[src/rtl/wb_arbiter_pkg.sv]
// Shared types and constants for the register-file writeback arbiter.
package wb_arbiter_pkg;

    localparam int unsigned REG_ADDR_W = 5;
    localparam int unsigned DATA_W     = 32;

    localparam int unsigned SRC_ALU    = 0;
    localparam int unsigned SRC_MEM    = 1;
    localparam int unsigned SRC_MULDIV = 2;

    localparam logic [REG_ADDR_W-1:0] NO_WRITE_ADDR = 5'd0;

    typedef struct packed {
        logic [REG_ADDR_W-1:0] addr;
        logic [DATA_W-1:0]     data;
    } wb_entry_t;

endpackage

[src/rtl/wb_arbiter_rr_pick.sv]
// Combinational round-robin picker: first set request at or after ptr, with wrap-around.
module rr_pick #(
    parameter int unsigned NUM_SRC = 3,
    parameter int unsigned PTR_W   = 2
) (
    input  logic [NUM_SRC-1:0] req,
    input  logic [PTR_W-1:0]   ptr,
    output logic [NUM_SRC-1:0] gnt_c,
    output logic [PTR_W-1:0]   idx_c
);

    logic             found;
    logic [PTR_W:0]   pos;

    always_comb begin
        gnt_c = '0;
        idx_c = '0;
        found = 1'b0;
        pos   = '0;
        for (int unsigned i = 0; i < NUM_SRC; i++) begin
            // Offset i from ptr, wrapped into 0..NUM_SRC-1
            pos = {1'b0, ptr} + (PTR_W+1)'(i);
            if (pos >= (PTR_W+1)'(NUM_SRC)) begin
                pos = pos - (PTR_W+1)'(NUM_SRC);
            end
            for (int unsigned k = 0; k < NUM_SRC; k++) begin
                if (!found && pos == (PTR_W+1)'(k) && req[k]) begin
                    found    = 1'b1;
                    gnt_c[k] = 1'b1;
                    idx_c    = PTR_W'(k);
                end
            end
        end
    end

endmodule

[src/rtl/wb_arbiter.sv]
// Writeback arbiter: per-source one-entry buffers drained round-robin into the
// register file's single write port.
module wb_arbiter
    import wb_arbiter_pkg::*;
#(
    parameter int unsigned NUM_SRC = 3,
    parameter int unsigned PTR_W   = 2
) (
    input  logic                         clk,
    input  logic                         resetn,
    input  logic [NUM_SRC-1:0]           src_valid,
    output logic [NUM_SRC-1:0]           src_ready,
    input  logic [REG_ADDR_W*NUM_SRC-1:0] src_waddr,
    input  logic [DATA_W*NUM_SRC-1:0]    src_wdata,
    input  logic                         flush,
    output logic [REG_ADDR_W-1:0]        wb_waddr,
    output logic [DATA_W-1:0]            wb_wdata,
    output logic                         wb_busy
);

    logic [NUM_SRC-1:0]    buf_v_q, buf_v_d;
    wb_entry_t             buf_q [NUM_SRC];
    wb_entry_t             buf_d [NUM_SRC];
    logic [PTR_W-1:0]      rr_ptr_q, rr_ptr_d;
    logic [REG_ADDR_W-1:0] wb_waddr_q, wb_waddr_d;
    logic [DATA_W-1:0]     wb_wdata_q, wb_wdata_d;

    logic [NUM_SRC-1:0]    grant_c;
    logic [PTR_W-1:0]      gnt_idx_c;
    wb_entry_t             sel_c;

    rr_pick #(
        .NUM_SRC (NUM_SRC),
        .PTR_W   (PTR_W)
    ) u_rr_pick (
        .req   (buf_v_q),
        .ptr   (rr_ptr_q),
        .gnt_c (grant_c),
        .idx_c (gnt_idx_c)
    );

    // A granted buffer drains this edge, so it may refill at the same edge
    assign src_ready = {NUM_SRC{resetn && !flush}} & (~buf_v_q | grant_c);
    assign wb_busy   = |buf_v_q;
    assign wb_waddr  = wb_waddr_q;
    assign wb_wdata  = wb_wdata_q;

    always_comb begin
        buf_v_d    = buf_v_q & ~grant_c;
        buf_d      = buf_q;
        sel_c      = '0;
        wb_waddr_d = NO_WRITE_ADDR;
        wb_wdata_d = wb_wdata_q;
        rr_ptr_d   = rr_ptr_q;

        for (int unsigned i = 0; i < NUM_SRC; i++) begin
            // Results targeting x0 are accepted but never buffered
            if (src_valid[i] && src_ready[i] &&
                src_waddr[REG_ADDR_W*i +: REG_ADDR_W] != NO_WRITE_ADDR) begin
                buf_v_d[i]    = 1'b1;
                buf_d[i].addr = src_waddr[REG_ADDR_W*i +: REG_ADDR_W];
                buf_d[i].data = src_wdata[DATA_W*i +: DATA_W];
            end
            if (grant_c[i]) begin
                sel_c = buf_q[i];
            end
        end

        if (flush) begin
            buf_v_d = '0;
        end else if (|grant_c) begin
            wb_waddr_d = sel_c.addr;
            wb_wdata_d = sel_c.data;
            rr_ptr_d   = (gnt_idx_c == PTR_W'(NUM_SRC-1)) ? '0 : gnt_idx_c + PTR_W'(1);
        end
    end

    always_ff @(posedge clk or negedge resetn) begin
        if (!resetn) begin
            buf_v_q    <= '0;
            rr_ptr_q   <= '0;
            wb_waddr_q <= NO_WRITE_ADDR;
            wb_wdata_q <= '0;
            for (int unsigned i = 0; i < NUM_SRC; i++) begin
                buf_q[i] <= '0;
            end
        end else begin
            buf_v_q    <= buf_v_d;
            rr_ptr_q   <= rr_ptr_d;
            wb_waddr_q <= wb_waddr_d;
            wb_wdata_q <= wb_wdata_d;
            for (int unsigned i = 0; i < NUM_SRC; i++) begin
                buf_q[i] <= buf_d[i];
            end
        end
    end

endmodule

[config.mk]
export PLATFORM = sky130hd
export DESIGN_NAME = wb_arbiter
export DESIGN_NICKNAME = d
export VERILOG_FILES = /design/src/rtl/wb_arbiter_pkg.sv /design/src/rtl/wb_arbiter_rr_pick.sv /design/src/rtl/wb_arbiter.sv
export SDC_FILE = /design/constraint.sdc
export NUM_CORES = 1
export LEC_CHECK = 0
export CORE_ASPECT_RATIO = 0.9
export CORE_MARGIN = 4
export CORE_UTILIZATION = 45
export CTS_CLUSTER_SIZE = 16
export DETAILED_ROUTE_END_ITERATION = 10
export GPL_TIMING_DRIVEN = 0
export HOLD_SLACK_MARGIN = 0.06
export PLACE_DENSITY = 0.86
export SKIP_CTS_REPAIR_TIMING = 1
export SYNTH_ARGS = -nofsm -noshare
export SYNTH_HDL_FRONTEND = slang
export SYNTH_HIERARCHICAL = 1
export SYNTH_SLANG_ARGS = --single-unit
[constraint.sdc]
create_clock -name clk -period 2.3 [get_ports clk]
set_input_delay 0.345 -clock clk [delete_from_list [all_inputs] [get_ports clk]]
set_output_delay 0.345 -clock clk [all_outputs]
set_load 0.03 [all_outputs]
==> results by group, run 1 <==
Outcome
  • Status: finished, violations left
  • Failing checks: hold timing, setup timing

STA
  • Minimum hold slack: -0.1805 ns
  • Maximum achievable frequency: 0.3870 GHz
  • Period Utilization, post-route: 112.3%
  • Number of hold violations in the final report: 82
  • Largest clock skew in the final design: 0.008198 ns
  • Worst-Margin Slew: 0.5148 ns
  • Slew HR: 65.68%
  • Final Critical Period: 2.584 ns
  • Final max-slew violation count: 0
  • Setup violators final: 153
  • Unrepaired setup endpoints after global routing: true
  • PnR worst setup slack: -0.2840 ns

Clocking
  • Clk pin slew, worst setup/hold paths: 0.06 ns
  • Number of H-tree levels: 4
  • Clock sink total: 153
  • CTS Root Cell: sky130_fd_sc_hd__clkbuf_16
  • Maximum root-to-sink buffer count: 2
  • CTS tree: built
  • CTS buffer count: 17
  • Worst-Skew Late Latency: 0.42 ns

Floorplanning
  • Initial core utilization: 46.63%
  • Number of I/O pins: 158
  • Full die area: 16790 um2
  • Number of placement rows: 41
  • Area inside the core boundary: 14260 um2
  • X dimension of the die: 136.1 um
  • Die span in y: 123.3 um

Critical path
  • Arr. time, crit path: 2.88 ns
  • Number of cells traversed by the worst register-to-register path: 10
  • Worst path required time: 2.60 ns
  • Reg-to-reg critical path startpoint: rr_ptr_q[0]
  • Type of destination of the critical path: register
  • Capturing point of the worst reg2reg path: buf_q[23]
  • Largest fanout on the critical path: 11
  • R2R Setup Slk: -0.28 ns
  • CP Launch Type: register
  • Critical Setup Path Class: reg -> reg

Power and ir drop
  • Static leakage: 4.312 nW
  • Worst IR Drop VDD: 0.7750 mV
  • Power per Cell Area: 1030 nW/um2

GRT
  • Global route overflow: 0
  • Initial antenna violation count: 0
  • Maximum number of pins on one net before global-route repair: 84
  • Overall track demand over capacity in global routing: 22.13%
  • Vias in the first global route: 5460
  • Wire length of the first global-routing pass: 28220 um

Detailed routing
  • Remaining number of nets flagged by the antenna check after routing: 0
  • DRT Pass-1 Iters: 5
  • Routed length per placed instance: 22.44 um
  • DR vias/cell: 5.644
  • Vias post-DR: 5176
  • Detailed Route WL: 20580 um
  • Residual DRC: 0
  • Initial DRC count: 288

Layout
  • Share of layout cells above drive strength 1: 38.95%
  • Fill cell count: 901
  • Final core utilization: 72.45%
  • Nets@finish: 830
  • Final antenna diode count: 0
  • Area delta synth->final: 55.37%
  • Fin area: 10330 um2

Place
  • I/O Buffers: 157
  • Placed Area: 8603 um2
  • Half-perimeter wire length after detailed placement: 12740 um
  • Placer Congestion: 0.8789

Flow run
  • Max-capacitance violation count: 0

Yosys
  • Number of enable flip-flop cells after synthesis: 0
  • Fraction of post-synthesis cell area in the top cell type by area: 57.57%
  • Number of library cell types mapped by synthesis: 30
  • Leading area contributor after synthesis: sky130_fd_sc_hd__dfrtp_1
  • Most instantiated library cell after synthesis: sky130_fd_sc_hd__dfrtp_1
  • Mapped Area: 6650 um2
  • Post-Synthesis Mean Instance Area: 13.41 um2
  • Post-Synthesis Net Count: 615
  • Number of standard cells after synthesis: 496
  • Seq/Total Area, Yosys: 57.57%
  • Most instantiated flip-flop cell in the synthesis netlist: sky130_fd_sc_hd__dfrtp_1
  • Largest cells by area after synthesis: sky130_fd_sc_hd__dfrtp_1 58%, sky130_fd_sc_hd__mux2_4 12%, sky130_fd_sc_hd__mux2_2 9.1%, sky130_fd_sc_hd__a221oi_1 4.6%, sky130_fd_sc_hd__o31ai_1 3.5%
  • Yosys synthesis warning count: 6
  • Post-synthesis register bit count: 153
  • Synth top cells by count: 153 x sky130_fd_sc_hd__dfrtp_1, 54 x sky130_fd_sc_hd__mux2_2, 54 x sky130_fd_sc_hd__mux2_4
  • Ys async rst share: 100.0%

Min path
  • Hold Path Class: in -> async
[layout make-up]
class                           count  area (um2)  area share (%)
Multi-Input combinational cell    300        3123           30.23
Tap cell                          193       241.5           2.337
Buffer                             33       422.9           4.093
Clock buffer                       20       456.7           4.420
Sequential cell                   153        3829           37.05
Clock inverter                     12       117.6           1.138
Timing Repair Buffer              197        2108           20.40
Inverter                            9       33.78          0.3270
[how the worst max path moves through the flow]
stage / start / cells past startpoint / end / slack (ns)
final: rr_ptr_q[0] / 10 / buf_q[23] / -0.28
after global routing: rr_ptr_q[0] / 10 / buf_q[23] / -0.33
after CTS: rr_ptr_q[1] / 9 / wb_wdata[18] / -0.74
after detailed placement: rr_ptr_q[0] / 9 / wb_wdata[18] / -0.71
after global placement: resetn / 7 / buf_q[58] / -5.98
after floorplan: rr_ptr_q[1] / 10 / buf_q[100] / -0.08
[power breakdown]
group	switching, mW	internal [mW]
combinational	1.99	2.02
sequential	0.506	3.43
clock	1.13	1.56
total	3.63	7.00
[worst max-delay path: stages (launching register included)]
cell	delay, ns
sky130_fd_sc_hd__dfrtp_1	0.39
sky130_fd_sc_hd__inv_2	0.06
sky130_fd_sc_hd__ha_4	0.26
sky130_fd_sc_hd__and2_4	0.15
sky130_fd_sc_hd__o41ai_4	0.47
sky130_fd_sc_hd__nor2b_2	0.13
sky130_fd_sc_hd__nor2_4	0.15
sky130_fd_sc_hd__o211a_4	0.22
sky130_fd_sc_hd__buf_12	0.16
sky130_fd_sc_hd__clkbuf_16	0.17
sky130_fd_sc_hd__mux2_4	0.30
[flip-flops by register name, summed over array words and instances (netlist names)]
signal,cells
buf_q,111
wb_wdata,32
wb_waddr,5
buf_v_q,3
rr_ptr_q,2
[layer usage]
metal | GRT usage [%] | share of wire (%) | vias up
li1 | - | - | 2247
met5 | 0 | 0 | -
met4 | 9.320 | 2.5 | 0
met1 | 28.30 | 42 | 2692
met3 | 5.574 | 6.2 | 44
met2 | 36.08 | 49 | 193
[through the flow]
step	power (mW)	setup WS (ns)	setup TNS (ns)	cells	hold slack, ns
6_report	10.64	-0.2840	-25.34	917	-0.1805
5_1_grt	11.08	-0.3273	-32.92	917	-0.1370
4_1_cts	9.751	-0.7409	-43.10	879	-0.009616
3_5_place_dp	7.016	-0.7090	-84.52	847	0.4467
3_3_place_gp	6.860	-5.981	-1456.76	846	0.4604
2_1_floorplan	5.702	-0.07945	-2.511	496	0.04941
[layout by cell type (no fill, tap or decap), types with 4 or more instances in the layout]
cell type and count:
sky130_fd_sc_hd__dfrtp_1 153, sky130_fd_sc_hd__clkdlybuf4s50_1 152, sky130_fd_sc_hd__mux2_4 55, sky130_fd_sc_hd__mux2_2 53
sky130_fd_sc_hd__nor2_1 35, sky130_fd_sc_hd__a221oi_1 31, sky130_fd_sc_hd__nand2_1 28, sky130_fd_sc_hd__buf_4 26
sky130_fd_sc_hd__clkbuf_16 26, sky130_fd_sc_hd__o31ai_4 19, sky130_fd_sc_hd__buf_6 16, sky130_fd_sc_hd__buf_12 13
sky130_fd_sc_hd__o31ai_1 10, sky130_fd_sc_hd__nand2_2 8, sky130_fd_sc_hd__clkinvlp_4 7, sky130_fd_sc_hd__inv_1 6
sky130_fd_sc_hd__o21ai_0 6, sky130_fd_sc_hd__nor2_4 5, sky130_fd_sc_hd__buf_8 5, sky130_fd_sc_hd__clkbuf_2 5
sky130_fd_sc_hd__o21ai_1 4
[cells by family after synthesis]
| kind of cell | synth area share [%] |
|---|---|
| simple gates | 6.190 |
| buf+inv | 3.556 |
| compound gates | 10.97 |
| mux | 21.34 |
| fa+ha+maj | 0.3762 |
| flops | 57.57 |
Power figures use the tool's default switching activity.
==> run 2, diff against run 1 <==
--- a/config.mk
+++ b/config.mk
@@ -12,6 +12,7 @@
 export DETAILED_ROUTE_END_ITERATION = 10
 export GPL_TIMING_DRIVEN = 0
 export HOLD_SLACK_MARGIN = 0.06
+export MAX_ROUTING_LAYER = met4
 export PLACE_DENSITY = 0.86
 export SKIP_CTS_REPAIR_TIMING = 1
 export SYNTH_ARGS = -nofsm -noshare
==> run 2 against run 1 <==
Compared with the run above: utilization about the same; die area unchanged; highest routed layer unchanged; clock skew increased by 0.0039 ns; sequential cell count unchanged; non-clock buffer count increased by 1; global-route usage increased by 0.64 points; first-iteration DRC count decreased by 3.5%; clock-buffer cell count unchanged; fmax about the same; the flow still finishes with violations (hold timing, setup timing); via count decreased by 0.66%; power increased by 0.11%; sequential share of layout area about the same.
==> results by group, run 2 (synthesis results as in run 1) <==
Layout
  • Area delta synth->final: 55.45%
  • Nets@finish: 831
  • Final antenna diode count: 0
  • Final core utilization: 72.49%
  • Most common cell after layout, fill and taps aside: sky130_fd_sc_hd__dfrtp_1
  • Share of layout cells above drive strength 1: 39.17%
  • Commonest cells after routing, fill and taps aside: 153 x sky130_fd_sc_hd__dfrtp_1, 152 x sky130_fd_sc_hd__clkdlybuf4s50_1, 55 x sky130_fd_sc_hd__mux2_4
  • Count of placed standard cells in the final layout, fillers left out: 918
  • Number of flip-flops under the largest register name: 111
  • Register name with the most flops: buf_q

STA
  • Largest clock skew in the final design: 0.01210 ns
  • PnR worst setup slack: -0.2846 ns
  • Setup violators final: 154
  • Final max-slew violation count: 0
  • Number of hold violations in the final report: 82
  • Worst-Margin Slew: 0.5082 ns
  • Minimum hold slack: -0.1662 ns
  • Setup tns final: -25.63 ns
  • Unrepaired setup endpoints after global routing: true
  • Period Utilization, post-route: 112.4%
  • Slew HR: 66.12%
  • Maximum achievable frequency: 0.3869 GHz
  • Final Critical Period: 2.585 ns

Power and ir drop
  • Power per Cell Area: 1030 nW/um2
  • Worst IR Drop VDD: 0.7770 mV
  • Total power of the final layout: 10.65 mW
  • Static leakage: 4.317 nW

Detailed routing
  • DR vias/cell: 5.601
  • Vias post-DR: 5142
  • Initial DRC count: 278
  • Residual DRC: 0
  • DRT Pass-1 Iters: 4
  • Routed length per placed instance: 22.41 um
  • Remaining number of nets flagged by the antenna check after routing: 0
  • Detailed Route WL: 20570 um

Critical path
  • CP Launch Type: register
  • Critical Setup Path Class: reg -> reg
  • Arr. time, crit path: 2.89 ns
  • Largest fanout on the critical path: 10
  • Type of destination of the critical path: register
  • R2R Setup Slk: -0.28 ns
  • Worst path required time: 2.60 ns

Floorplanning
  • Number of I/O pins: 158
  • Number of placement rows: 41
  • X dimension of the die: 136.1 um
  • Initial core utilization: 46.63%
  • Area inside the core boundary: 14260 um2
  • Die span in y: 123.3 um
  • Full die area: 16790 um2

Clocking
  • Maximum root-to-sink buffer count: 2
  • CTS Root Cell: sky130_fd_sc_hd__clkbuf_16
  • Clk pin slew, worst setup/hold paths: 0.06 ns
  • CTS tree: built
  • Number of H-tree levels: 4
  • Worst-Skew Late Latency: 0.43 ns
  • Clock sink total: 153
  • CTS buffer count: 17

GRT
  • Initial antenna violation count: 0
  • Maximum number of pins on one net before global-route repair: 84
  • Wire length of the first global-routing pass: 28190 um
  • Vias in the first global route: 5458
  • Overall track demand over capacity in global routing: 22.77%
  • Global route overflow: 0

Min path
  • Hold Path Class: in -> async

Place
  • I/O Buffers: 157
  • Half-perimeter wire length after detailed placement: 12740 um
  • Placer Congestion: 0.8935
  • Placed insts: 847

Flow run
  • Max-capacitance violation count: 0

Outcome
  • Failing checks: hold timing, setup timing
  • Status: finished, violations left
==> run 2: changes by cell type in the layout (fill, tap and decap cells not counted) <==
cell | previous run | this run
sky130_fd_sc_hd__buf_12 | 13 | 12
sky130_fd_sc_hd__buf_4 | 26 | 27
sky130_fd_sc_hd__buf_8 | 5 | 6
sky130_fd_sc_hd__nand2_1 | 28 | 27
sky130_fd_sc_hd__nand2_2 | 8 | 9
==> run 2: worst max-delay path: stages (launching register included) <==
cell                      delay [ns]
sky130_fd_sc_hd__dfrtp_1        0.41
sky130_fd_sc_hd__inv_1          0.08
sky130_fd_sc_hd__ha_2           0.21
sky130_fd_sc_hd__and2_2         0.21
sky130_fd_sc_hd__o41ai_4        0.29
sky130_fd_sc_hd__buf_4          0.20
sky130_fd_sc_hd__nor2b_2        0.07
sky130_fd_sc_hd__nor2_4         0.17
sky130_fd_sc_hd__o211a_4        0.22
sky130_fd_sc_hd__buf_8          0.13
sky130_fd_sc_hd__buf_12         0.16
sky130_fd_sc_hd__mux2_4         0.31
==> run 2: metal layers <==
| layer | up-vias | track usage (%) | wire (um) |
|---|---|---|---|
| met5 | - | - | 0 |
| met4 | 0 | 9.320 | 454 |
| met3 | 39 | 5.370 | 1322 |
| met2 | 190 | 36.01 | 10220 |
| met1 | 2661 | 28.46 | 8572 |
| li1 | 2252 | - | - |
==> run 2: worst paths after layout <==
| check | startpoint | endpoint | depth (start not counted) |
|---|---|---|---|
| worst max register to register | rr_ptr_q[1] | buf_q[101] | 11 |
| max in group asynchronous | resetn | buf_q[61] | 2 |
| worst min register to register | wb_wdata[0] | wb_wdata[0] | 2 |
| min in group clk | wb_wdata[0] | wb_wdata[0] | 2 |
| worst min-delay path | resetn | buf_q[74] | 1 |
| worst max-delay path | rr_ptr_q[1] | buf_q[101] | 11 |
==> run 2: power breakdown <==
group          total, mW  internal, mW  switching, mW
sequential          3.94          3.43          0.509
combinational       4.01          2.02           1.99
clock               2.70          1.56           1.15
==> run 2: through the flow <==
stage	area, um2	setup slack [ns]
2_1_floorplan	6761	-0.07945
3_3_place_gp	8574	-5.981
3_5_place_dp	8603	-0.7090
4_1_cts	9178	-0.7409
5_1_grt	10340	-0.3282
6_report	10340	-0.2846
==> run 2: layout make-up <==
cell class | count | area [um2]
buffer | 33 | 417.9
clock buffer | 20 | 456.7
clock inverter | 12 | 117.6
fill | 903 | 3924
inverter | 9 | 33.78
multi-input combinational | 300 | 3126
sequential | 153 | 3829
tap | 193 | 241.5
timing repair buffer | 198 | 2116
==> run 3, diff against run 2 <==
--- a/config.mk
+++ b/config.mk
@@ -11,7 +11,6 @@
 export CTS_CLUSTER_SIZE = 16
 export DETAILED_ROUTE_END_ITERATION = 10
 export GPL_TIMING_DRIVEN = 0
-export HOLD_SLACK_MARGIN = 0.06
 export MAX_ROUTING_LAYER = met4
 export PLACE_DENSITY = 0.86
 export SKIP_CTS_REPAIR_TIMING = 1
@@ -19,3 +18,4 @@
 export SYNTH_HDL_FRONTEND = slang
 export SYNTH_HIERARCHICAL = 1
 export SYNTH_SLANG_ARGS = --single-unit
+export TNS_END_PERCENT = 20
==> run 3 against run 2 <==
Compared with the run above: the run still ends with hold timing, setup timing left; final cell count shrank 2.3%; sequential share of layout area is 0.60 points higher; worst hold slack got worse by 0.0065 ns; clock power is 5% higher; clock skew fell by 0.0025 ns; sequential cell count is the same; critical path depth shrank 1; critical path type unchanged; critical endpoint is now wb_wdata[25].
==> results by group, run 3 (synthesis results as in run 1) <==
Outcome
  • Status: finished, violations left
  • Failing checks: hold timing, setup timing

Layout
  • Nets@finish: 811
  • Fin area: 10170 um2
  • Final antenna diode count: 0
  • Most common cell after layout, fill and taps aside: sky130_fd_sc_hd__dfrtp_1
  • Number of flip-flops under the largest register name: 111
  • Register name with the most flops: buf_q
  • Area delta synth->final: 52.96%
  • Final core utilization: 71.33%
  • Count of placed standard cells in the final layout, fillers left out: 897
  • Commonest cells after routing, fill and taps aside: 153 x sky130_fd_sc_hd__dfrtp_1, 152 x sky130_fd_sc_hd__clkdlybuf4s50_1, 58 x sky130_fd_sc_hd__mux2_4
  • Share of layout cells above drive strength 1: 39.20%

Critical path
  • Worst path required time: 2.62 ns
  • Type of destination of the critical path: register
  • Critical Setup Path Class: reg -> reg
  • Largest fanout on the critical path: 10
  • R2R Setup Slk: -0.22 ns
  • Arr. time, crit path: 2.84 ns
  • CP Launch Type: register
  • Reg-to-reg critical path startpoint: rr_ptr_q[0]
  • Capturing point of the worst reg2reg path: wb_wdata[25]
  • Number of cells traversed by the worst register-to-register path: 10

Floorplanning
  • Die span in y: 123.3 um
  • Area inside the core boundary: 14260 um2
  • Number of placement rows: 41
  • Full die area: 16790 um2
  • X dimension of the die: 136.1 um
  • Initial core utilization: 46.63%
  • Number of I/O pins: 158

Detailed routing
  • DR vias/cell: 5.703
  • Routed length per placed instance: 22.59 um
  • Detailed Route WL: 20270 um
  • Residual DRC: 0
  • Vias post-DR: 5116
  • Remaining number of nets flagged by the antenna check after routing: 0
  • Initial DRC count: 330
  • DRT Pass-1 Iters: 4

GRT
  • Vias in the first global route: 5344
  • Wire length of the first global-routing pass: 28020 um
  • Most Used Layer, Global Route: met2
  • Overall track demand over capacity in global routing: 22.71%
  • Met2 capacity usage during global routing: 36.82%
  • Global routing usage on met1: 27.48%
  • Maximum number of pins on one net before global-route repair: 80
  • Met3 Track Usage GR: 6.509%
  • Global route overflow: 0
  • Initial antenna violation count: 0

Clocking
  • Worst-Skew Late Latency: 0.42 ns
  • Clk pin slew, worst setup/hold paths: 0.06 ns
  • CTS Root Cell: sky130_fd_sc_hd__clkbuf_16
  • Maximum root-to-sink buffer count: 2
  • Clock sink total: 153
  • Number of H-tree levels: 4
  • CTS tree: built
  • CTS buffer count: 17

STA
  • Number of hold violations in the final report: 75
  • Largest clock skew in the final design: 0.009562 ns
  • Worst-Margin Slew: 0.7436 ns
  • Minimum hold slack: -0.1727 ns
  • Setup tns final: -14.94 ns
  • Final max-slew violation count: 0
  • PnR worst setup slack: -0.2244 ns
  • Period Utilization, post-route: 109.8%
  • Setup violators final: 132
  • Unrepaired setup endpoints after global routing: true
  • Maximum achievable frequency: 0.3961 GHz
  • Final Critical Period: 2.524 ns
  • Slew HR: 50.43%

Place
  • Half-perimeter wire length after detailed placement: 12520 um
  • Placed insts: 847
  • I/O Buffers: 157
  • Placed Area: 8582 um2
  • Setup slack at placement: -0.6993 ns
  • Placer Congestion: 0.8910

Power and ir drop
  • Power share of the sequential group: 36.6%
  • Switching power share of the total: 33.58%
  • P_int: 7.157 mW
  • Worst IR Drop VDD: 0.7165 mV
  • Power per Cell Area: 1059 nW/um2
  • Logic gate share of total power: 37.0%
  • Total power of the final layout: 10.78 mW
  • Static leakage: 4.251 nW
  • Clock power share: 26.4%
  • Power dissipated by switching net loads: 3.619 mW

Min path
  • Hold Path Class: in -> async

Flow run
  • Max-capacitance violation count: 0
[run 3: cell count changes in the layout (fill, tap and decap cells not counted), moves of 4 or more]
cell / before / now
sky130_fd_sc_hd__clkinvlp_4: 7 / 3
sky130_fd_sc_hd__buf_4: 27 / 15
sky130_fd_sc_hd__clkinv_2: 0 / 4
sky130_fd_sc_hd__buf_6: 16 / 8
sky130_fd_sc_hd__nand2_1: 27 / 22
sky130_fd_sc_hd__o31ai_2: 2 / 12
sky130_fd_sc_hd__o31ai_1: 10 / 1
[run 3: per-layer routing]
metal | wire length (um) | vias up
met5 | 0 | -
met4 | 364 | 0
met3 | 1373 | 34
met2 | 10170 | 204
met1 | 8360 | 2665
li1 | - | 2213
[run 3: area by class of cell]
class / instances / area [um2]
plain buffers: 33 / 397.9
clock buffers: 19 / 452.9
clock inverters: 12 / 150.1
fillers: 889 / 4089
inverters: 9 / 33.78
multi-input cells: 300 / 3181
flip-flops and latches: 153 / 3829
well taps: 193 / 241.5
repair buffers: 178 / 1887
[run 3: power groups by stage]
| stage | Sequential (mW) | Clock, mW | Combinational [mW] |
|---|---|---|---|
| 6_report | 3.94 | 2.84 | 3.99 |
| 5_1_grt | 4.03 | 2.99 | 4.19 |
| 4_1_cts | 3.89 | 2.87 | 3.11 |
| 3_5_place_dp | 3.91 | 0 | 3.08 |
| 3_3_place_gp | 3.88 | 0 | 2.98 |
| 2_1_floorplan | 4.32 | 0 | 1.38 |
[run 3: worst max-delay path, cell delays in order, from the launching register on]
cell	delay, ns
sky130_fd_sc_hd__dfrtp_1	0.39
sky130_fd_sc_hd__inv_2	0.06
sky130_fd_sc_hd__ha_4	0.26
sky130_fd_sc_hd__and2_4	0.15
sky130_fd_sc_hd__o41ai_4	0.39
sky130_fd_sc_hd__buf_4	0.21
sky130_fd_sc_hd__buf_6	0.10
sky130_fd_sc_hd__nor3_2	0.05
sky130_fd_sc_hd__or2_4	0.33
sky130_fd_sc_hd__buf_12	0.19
sky130_fd_sc_hd__o31ai_2	0.27
[run 3: worst max-delay path by stage]
stage	endpoint	startpoint	cells after the start
global route	wb_wdata[25]	rr_ptr_q[0]	10
floorplan	buf_q[100]	rr_ptr_q[1]	10
global placement	buf_q[61]	resetn	7
detailed placement	wb_wdata[29]	rr_ptr_q[1]	9
finish	wb_wdata[25]	rr_ptr_q[0]	10
CTS	src_ready[1]	rr_ptr_q[1]	8
